===== config.mk =====
export PLATFORM = sky130hd
export DESIGN_NAME = answer_formatter
export DESIGN_NICKNAME = d
export VERILOG_FILES = /design/src/rtl/answer_formatter.sv
export SDC_FILE = /design/constraint.sdc
export NUM_CORES = 1
export LEC_CHECK = 0
export BUFFER_PORTS_ARGS = -buffer_cell sky130_fd_sc_hd__buf_2
export CORE_MARGIN = 2
export CORE_UTILIZATION = 40
export CTS_CLUSTER_SIZE = 30
export DETAILED_ROUTE_END_ITERATION = 10
export SLEW_MARGIN = 20
export SYNTH_ARGS = -nofsm -noshare
export SYNTH_HDL_FRONTEND = slang
export SYNTH_SLANG_ARGS = --single-unit

===== constraint.sdc =====
create_clock -name Clk -period 9.9 [get_ports Clk]
set_clock_uncertainty 0.15 [all_clocks]
set_input_delay 0.495 -clock Clk [delete_from_list [all_inputs] [get_ports Clk]]
set_output_delay 0.495 -clock Clk [all_outputs]
set_load 0.03 [all_outputs]

===== src/rtl/answer_formatter.sv =====
// Converts the solver's binary answer to decimal with a sequential double-dabble
// and streams it as ASCII digits plus LF (or "ERR\n") over a valid/ready byte port.
module answer_formatter #(
  parameter int ANSWER_BITS = 48,
  parameter int DIGITS      = 15
) (
  input  logic                   Clk,
  input  logic                   Rst_n,
  input  logic                   SolverDone,
  input  logic                   SolverError,
  input  logic [ANSWER_BITS-1:0] Answer,
  output logic [7:0]             TxData,
  output logic                   TxValid,
  input  logic                   TxReady,
  output logic                   Busy,
  output logic                   Sent
);

  localparam int BCD_W = 4 * DIGITS;
  localparam int CNT_W = $clog2(ANSWER_BITS + 1);
  localparam int IDX_W = ($clog2(DIGITS) < 2) ? 2 : $clog2(DIGITS);

  typedef enum logic [1:0] {S_IDLE, S_CONVERT, S_EMIT, S_DONE} state_t;

  state_t                 r_state, w_state;
  logic                   r_hist;
  logic [ANSWER_BITS-1:0] r_shift, w_shift;
  logic [BCD_W-1:0]       r_bcd, w_bcd;
  logic [CNT_W-1:0]       r_cnt, w_cnt;
  logic [IDX_W-1:0]       r_idx, w_idx;
  logic                   r_err, w_err;
  logic                   r_lf, w_lf;
  logic [7:0]             r_txdata, w_txdata;
  logic                   r_txvalid, w_txvalid;
  logic                   r_sent, w_sent;

  logic                   w_lvl;
  logic                   w_trig;
  logic [BCD_W-1:0]       w_bcd_adj;
  logic [BCD_W-1:0]       w_bcd_step;
  logic [IDX_W-1:0]       w_msd;
  logic [IDX_W-1:0]       w_idx_dn;

  function automatic logic [BCD_W-1:0] add3(input logic [BCD_W-1:0] b);
    logic [BCD_W-1:0] r;
    r = b;
    for (int d = 0; d < DIGITS; d++) begin
      if (b[4*d +: 4] >= 4'd5) r[4*d +: 4] = b[4*d +: 4] + 4'd3;
    end
    return r;
  endfunction

  // Highest nonzero digit; an all-zero value reports digit 0 so one '0' is sent.
  function automatic logic [IDX_W-1:0] msd(input logic [BCD_W-1:0] b);
    logic [IDX_W-1:0] idx;
    idx = '0;
    for (int d = 0; d < DIGITS; d++) begin
      if (b[4*d +: 4] != 4'd0) idx = IDX_W'(d);
    end
    return idx;
  endfunction

  function automatic logic [3:0] get_digit(input logic [BCD_W-1:0] b, input logic [IDX_W-1:0] idx);
    return b[4*int'(idx) +: 4];
  endfunction

  function automatic logic [7:0] to_ascii(input logic [3:0] d);
    return 8'h30 + {4'h0, d};
  endfunction

  assign w_lvl      = SolverDone | SolverError;
  assign w_trig     = w_lvl & ~r_hist;
  assign w_bcd_adj  = add3(r_bcd);
  assign w_bcd_step = {w_bcd_adj[BCD_W-2:0], r_shift[ANSWER_BITS-1]};
  assign w_msd      = msd(w_bcd_step);
  assign w_idx_dn   = r_idx - IDX_W'(1);

  always_ff @(posedge Clk or negedge Rst_n) begin
    if (!Rst_n) begin
      r_state   <= S_IDLE;
      r_hist    <= 1'b0;
      r_shift   <= '0;
      r_bcd     <= '0;
      r_cnt     <= '0;
      r_idx     <= '0;
      r_err     <= 1'b0;
      r_lf      <= 1'b0;
      r_txdata  <= 8'h00;
      r_txvalid <= 1'b0;
      r_sent    <= 1'b0;
    end else begin
      r_state   <= w_state;
      r_hist    <= w_lvl;
      r_shift   <= w_shift;
      r_bcd     <= w_bcd;
      r_cnt     <= w_cnt;
      r_idx     <= w_idx;
      r_err     <= w_err;
      r_lf      <= w_lf;
      r_txdata  <= w_txdata;
      r_txvalid <= w_txvalid;
      r_sent    <= w_sent;
    end
  end

  always_comb begin
    w_state   = r_state;
    w_shift   = r_shift;
    w_bcd     = r_bcd;
    w_cnt     = r_cnt;
    w_idx     = r_idx;
    w_err     = r_err;
    w_lf      = r_lf;
    w_txdata  = r_txdata;
    w_txvalid = r_txvalid;
    w_sent    = r_sent;
    case (r_state)
      S_IDLE: begin
        if (w_trig) begin
          w_lf = 1'b0;
          if (SolverError) begin
            w_err     = 1'b1;
            w_idx     = '0;
            w_txdata  = 8'h45;
            w_txvalid = 1'b1;
            w_state   = S_EMIT;
          end else begin
            w_err   = 1'b0;
            w_shift = Answer;
            w_bcd   = '0;
            w_cnt   = CNT_W'(ANSWER_BITS);
            w_state = S_CONVERT;
          end
        end
      end
      S_CONVERT: begin
        w_bcd   = w_bcd_step;
        w_shift = {r_shift[ANSWER_BITS-2:0], 1'b0};
        w_cnt   = r_cnt - CNT_W'(1);
        // The last shift also presents the first digit so TxValid rises on EMIT entry.
        if (r_cnt == CNT_W'(1)) begin
          w_idx     = w_msd;
          w_txdata  = to_ascii(get_digit(w_bcd_step, w_msd));
          w_txvalid = 1'b1;
          w_state   = S_EMIT;
        end
      end
      S_EMIT: begin
        if (r_txvalid && TxReady) begin
          if (r_lf) begin
            w_txvalid = 1'b0;
            w_txdata  = 8'h00;
            w_sent    = 1'b1;
            w_state   = S_DONE;
          end else if (r_err) begin
            if (r_idx == IDX_W'(2)) begin
              w_txdata = 8'h0A;
              w_lf     = 1'b1;
            end else begin
              w_idx    = r_idx + IDX_W'(1);
              w_txdata = 8'h52;
            end
          end else if (r_idx == '0) begin
            w_txdata = 8'h0A;
            w_lf     = 1'b1;
          end else begin
            w_idx    = w_idx_dn;
            w_txdata = to_ascii(get_digit(r_bcd, w_idx_dn));
          end
        end
      end
      default: begin
      end
    endcase
  end

  assign TxData  = r_txdata;
  assign TxValid = r_txvalid;
  assign Busy    = (r_state == S_CONVERT) || (r_state == S_EMIT);
  assign Sent    = r_sent;

endmodule

Word-level counts from Yosys, hierarchy flattened
Cells that the tools add are included.
W data, S select, Z words.

storage, ports and cells
  bits of input ports = 53
  memory bits (read-only) = 0
  register bits = 133
  bits in latches = 0
  memories = 0
  RAM bits = 0
  output and inout bits = 11

cells by class
  multiply operators = 0
  magnitude comparators = 15
  divide/modulo/power cells = 0
  muxes and demuxes = 76
  bitwise gates (word level) = 3
  equal/unequal tests = 13
  add/subtract/negate cells = 20
  shift-type cells = 2
  reductions and logical operators = 29

operator list
  kind                   count
  $mux W4                35
  $mux W60               2
  $pmux W60 S2           1
  $shiftx A60 B7 Y4      2
  $mux W48               2
  $pmux W48 S2           1
  $ge A4 B3 Y1 const B   15
  $add A4 B2 Y4 const B  14
  $reduce_bool A4 Y1     14
  $mux W8                6
  $pmux W8 S3            1
  $add A6 B4 Y7 const A  2
  $mux W7                2
  $ne A2 B2 Y1 const B   7
  $mux W1                13
  $mux W6                2
  $pmux W4 S3            1
  $pmux W6 S2            1
  $mux W2                5
  $reduce_and A5 Y1      2
  $reduce_and A3 Y1      3
  $reduce_and A8 Y1      1
  $eq A6 B1 Y1 const B   1
  $ne A3 B3 Y1 const B   2
  22 further kinds       23

Depth between registers and ports, before layout
  word-level depth = 21
  gate-level depth with buffers = 14
  mapped depth without buffers = 12

Worst setup path after synthesis
Ideal clock, no wire load.

  path kind = register -> register
  from = register r_bcd[12]
  to = register r_txdata[1], in the netlist TxData[1]
  data required time = 9614 ps
  setup time = 136 ps
  path slack = 6629 ps
  arrival time = 2985 ps
  stages on the path, launching flop included = 13
  buffers on the path = 0
  path through = dfrtp_1 > inv_1 > ha_1 > nor2b_1 > o21bai_4 > mux2i_1 > or4_1 > a2111o_1 > a21o_1 > a2111oi_1 > nor3_1 > nor4_2 > o311ai_1

between the ends
  word-level cells in the longest chain between the ends = 19

ends and longest elaborated chain
  item                                           RTL line  RTL
  from (decl)                                    28        logic [BCD_W-1:0] r_bcd, w_bcd;
  from (signal assigned)                         95        r_bcd <= w_bcd;
  $add A4 B2 Y4 or $ge A4 B3 Y1 (tied branches)  48        if (b[4*d +: 4] >= 4'd5) r[4*d +: 4] = b[4*d +: 4] + 4'd3;
  $mux W4                                        48
  $reduce_bool A4 Y1                             58        if (b[4*d +: 4] != 4'd0) idx = IDX_W'(d);
  $mux W4 (12 in series)                         58
  $shiftx A60 B7 Y4                              64        return b[4*int'(idx) +: 4];
  $add A6 B4 Y7                                  68        return 8'h30 + {4'h0, d};
  $mux W8                                        141       if (r_cnt == CNT_W'(1)) begin
  $pmux W8 S3 *                                  117       case (r_state)
  to (signal assigned)                           100       r_txdata <= w_txdata;
  to (decl)                                      33        logic [7:0] r_txdata, w_txdata;

Mark *: on every way between the ends. The rest lies on a longest branch, timed or not. The select of a mux whose other input is x is not followed.
A chain may end at the register's enable or synchronous reset.

Worst setup path after layout
  from = register r_bcd[44]
  to = register r_txdata[1], in the netlist TxData[1]

between the ends
  word-level cells in the longest chain between the ends = 11

ends and longest elaborated chain
  item                                           RTL line
  $add A4 B2 Y4 or $ge A4 B3 Y1 (tied branches)  48
  $mux W4                                        48
  $reduce_bool A4 Y1                             58
  $mux W4 (4 in series)                          58
  $shiftx A60 B7 Y4                              64
  $add A6 B4 Y7                                  68
  $mux W8                                        141
  $pmux W8 S3 *                                  117

Marked as above.

==> key figures <==
Place
  – Placed cells: approximately 1,300
  – Placer Congestion: a little under 0.9
  – Input/output buffers: a little over 60
  – Hpwl dp: approximately 17,000 µm
  – Post-DP Area: just over 9000 µm²

GRT
  – First-pass GRT wire length: around 38,000 µm
  – Largest net degree at the start of global routing: between 90 and 100
  – Grt total ovfl: 0
  – GR Util All Layers: around a fifth
  – Initial antenna violation count: 0
  – Number of global-route vias before repair: around 7,000

Synthesis
  – Unique masters post-synth: 75
  – Net Count, Synth: ~1,100
  – Most numerous cell in the Yosys netlist: nand2_1
  – Synth Flop Type: dfrtp_1
  – Synth top cells by count: 135 x nand2_1, 132 x dfrtp_1, 95 x o21ai_0, 47 x mux2i_1, 46 x inv_1
  – Number of synthesized flops with an enable pin: 0
  – Post-synth ARST share: 100.0%
  – Yosys Warn Count: 0
  – Synthesized area: approximately 8700 µm²
  – Post-Syn Instances: ~960
  – Seq/Total Area, Yosys: a little under two fifths
  – Ranking of synthesized cells by area: dfrtp_1 38%, nand2_1 5.8%, ha_1 5.6%
  – Cell taking the most area after synthesis: dfrtp_1
  – Top cell type's share of synthesized area: a little under two fifths
  – Seq cells post-synth: 132
  – Syn_area_per_cell: approximately 9 µm²

Floorplan
  – Die area: roughly 23,000 µm²
  – Chip height: 151.8 µm
  – I/O pin cnt: 64
  – Row count: 54
  – Initial core utilization: 40.41%
  – Core area: between 20,000 and 25,000 µm²
  – Die width: 151.8 µm

Worst setup path
  – CP Launch Type: register
  – Worst path top cell family by delay: compound AO/OA/AOI/OAI gates
  – Required time worst endpoint: 10,070 ps
  – CP Max Fanout: 13
  – CP Class: register to register
  – CP max stage delay: ~610 ps
  – Crit-path cells: inv_1 -> ha_1 -> nor2b_1 -> nor3_1 -> a21oi_1 -> nor4bb_1 -> a21boi_0 -> a21oi_2 -> nand2_1 -> o21ai_0 -> a211oi_1 -> o311ai_1
  – Slowest cell on the critical path: nor4bb_1
  – CP endpoint kind: register
  – Critical path data arrival time: 4470 ps
  – Worst Path Buf+Inv: 1

Drt
  – Routed WL per cell: roughly 18 µm
  – DRT iter0 DRCs: 595
  – Drt drc: 0
  – Via count: between 7,000 and 8,000
  – Routed wire length: 23,730 µm
  – Post-DRT Antenna Nets: 0
  – Total iterations of the first detailed-routing run: 5
  – Vias per Instance: 5.752

CTS
  – Num CTS Buffers: 17
  – Clk buf depth: 2
  – CTS root buf: clkbuf_16
  – Clock Latency Late Sink: about 430 ps
  – CTS tree: done
  – Reg clk slew, reported paths: ~60 ps
  – # H-tree levels: 4
  – CTS sink cnt: approximately 130

STA
  – Slew @ Worst Pin: between 900 and 1000 ps
  – RSZ-0062 raised after global routing: false
  – Shortest period the worst path allows: about 4300 ps
  – Max transition margin: approximately 34%
  – Slew Viols, Final: 0
  – Final setup TNS: 0 ps
  – Hold Vio Cnt, Final: 0
  – Highest Clock Rate: roughly 230 MHz
  – Fin crit share: between 40% and 50%
  – Final setup fails: 0

Cells and area
  – Layout Nets: roughly 1,100
  – ANT cells: 0
  – Final Instance Area: between 9000 and 10,000 µm²
  – Share of post-route cells with drive strength above 1: between 10% and 20%
  – Final core occ: 45.86%
  – Layout area overhead: 13.49%
  – Layout Cells excl Fill: between 1,000 and 1,500

Worst hold path
  – Worst min path class: primary input to register

Power and ir drop
  – Power per cell area: between 100 and 150 nW/µm²
  – Worst vdd ir: between 0.09 and 0.1 mV
  – Tot Pwr: 1.245 mW
  – Leak pwr: between 4 and 5 nW

Outcome
  – Outcome: completed

Flow run
  – Max Cap Violations: 0
==> per-layer routing <==
layer  vias to the layer above  global-route usage, %  part of all wire [%]
li1                       3618                      -                     -
met1                      3610                  30.32                    48
met2                       184                  32.88                    46
met3                        37                  3.683                   3.9
met4                         0                  7.037                   2.4
met5                         -                      0                     0
==> path summary, 6_finish.rpt <==
check / from / to / slack (ps) / cells past startpoint
max reg2reg: r_bcd[44]$_DFFE_PN0P_ / TxData[1]$_DFFE_PN0P_ / 5610 / 12
min reg2reg: Sent$_DFFE_PN0P_ / Sent$_DFFE_PN0P_ / 310 / 1
min: SolverDone / r_hist$_DFF_PN0_ / 140 / 2
min in group asynchronous: Rst_n / r_bcd[29]$_DFFE_PN0P_ / 520 / 2
max: r_bcd[44]$_DFFE_PN0P_ / TxData[1]$_DFFE_PN0P_ / 5610 / 12
max in group asynchronous: Rst_n / r_idx[3]$_DFFE_PN0P_ / 7820 / 3
==> placed cells by master, fill, tap and decap left out, types with 10 or more instances in the layout <==
master,count
nor3_1,13
buf_2,61
nor3b_1,18
and2_1,11
dfrtp_1,132
xnor2_1,20
clkbuf_16,17
nor2_1,36
a31oi_1,11
nand3_1,14
and3_1,25
a21oi_1,44
o21ai_0,95
o22ai_1,10
mux4_2,14
nand2b_1,14
a221o_1,23
nand2_1,135
mux2i_1,47
nor2b_1,13
o31ai_1,23
ha_1,38
a22o_1,11
inv_1,46
a211oi_1,10
==> power by group <==
group	switching (mW)	leakage [nW]	total [mW]	internal (mW)
clock network	0.249	0.295	0.667	0.418
registers	0.00240	1.66	0.547	0.545
logic	0.0183	2.51	0.0301	0.0118
==> flip-flops by register name, summed over array words and instances (netlist names), 2 cells and up <==
| signal | flops |
|---|---|
| r_shift | 48 |
| r_idx | 4 |
| r_bcd | 60 |
| r_cnt | 6 |
| TxData | 7 |
| r_state | 2 |
==> stage by stage <==
| step | setup slack [ps] | hold slack, ps |
|---|---|---|
| final | 5608 | 137.3 |
| after global routing | 5337 | 139.2 |
| after CTS | 5687 | 121.1 |
| after detailed placement | 5716 | 299.4 |
| after global placement | 5788 | 295.2 |
| after floorplan | 6629 | 49.41 |
==> final cells by class <==
cell class / count / area (µm²)
inverters: 49 / 183.9
flip-flops and latches: 132 / 3303
multi-input cells: 733 / 5080
repair buffers: 71 / 386.6
fillers: 2098 / 11710
clock inverters: 13 / 185.2
well taps: 280 / 350.3
clock buffers: 17 / 425.4
==> cell families (layout without fill, tap and decap cells) <==
family	count (synthesis)	count (layout)	synth area share, %
simple gates	312	312	17.85
flops	132	132	37.81
xor+xnor	23	23	2.306
other cells	1	1	0.04293
fa+ha+maj	39	39	5.586
mux	66	66	9.639
compound gates	292	292	22.39
buf+inv	98	150	4.383
==> repair_timing <==
item | in CTS | in global routing
resized for setup | 0 | 0
setup buffers | 0 | 0
hold buffers | 1 | 0
hold endpoints to repair | 70 | 0
No activity file was read; power rests on OpenSTA's default activity.
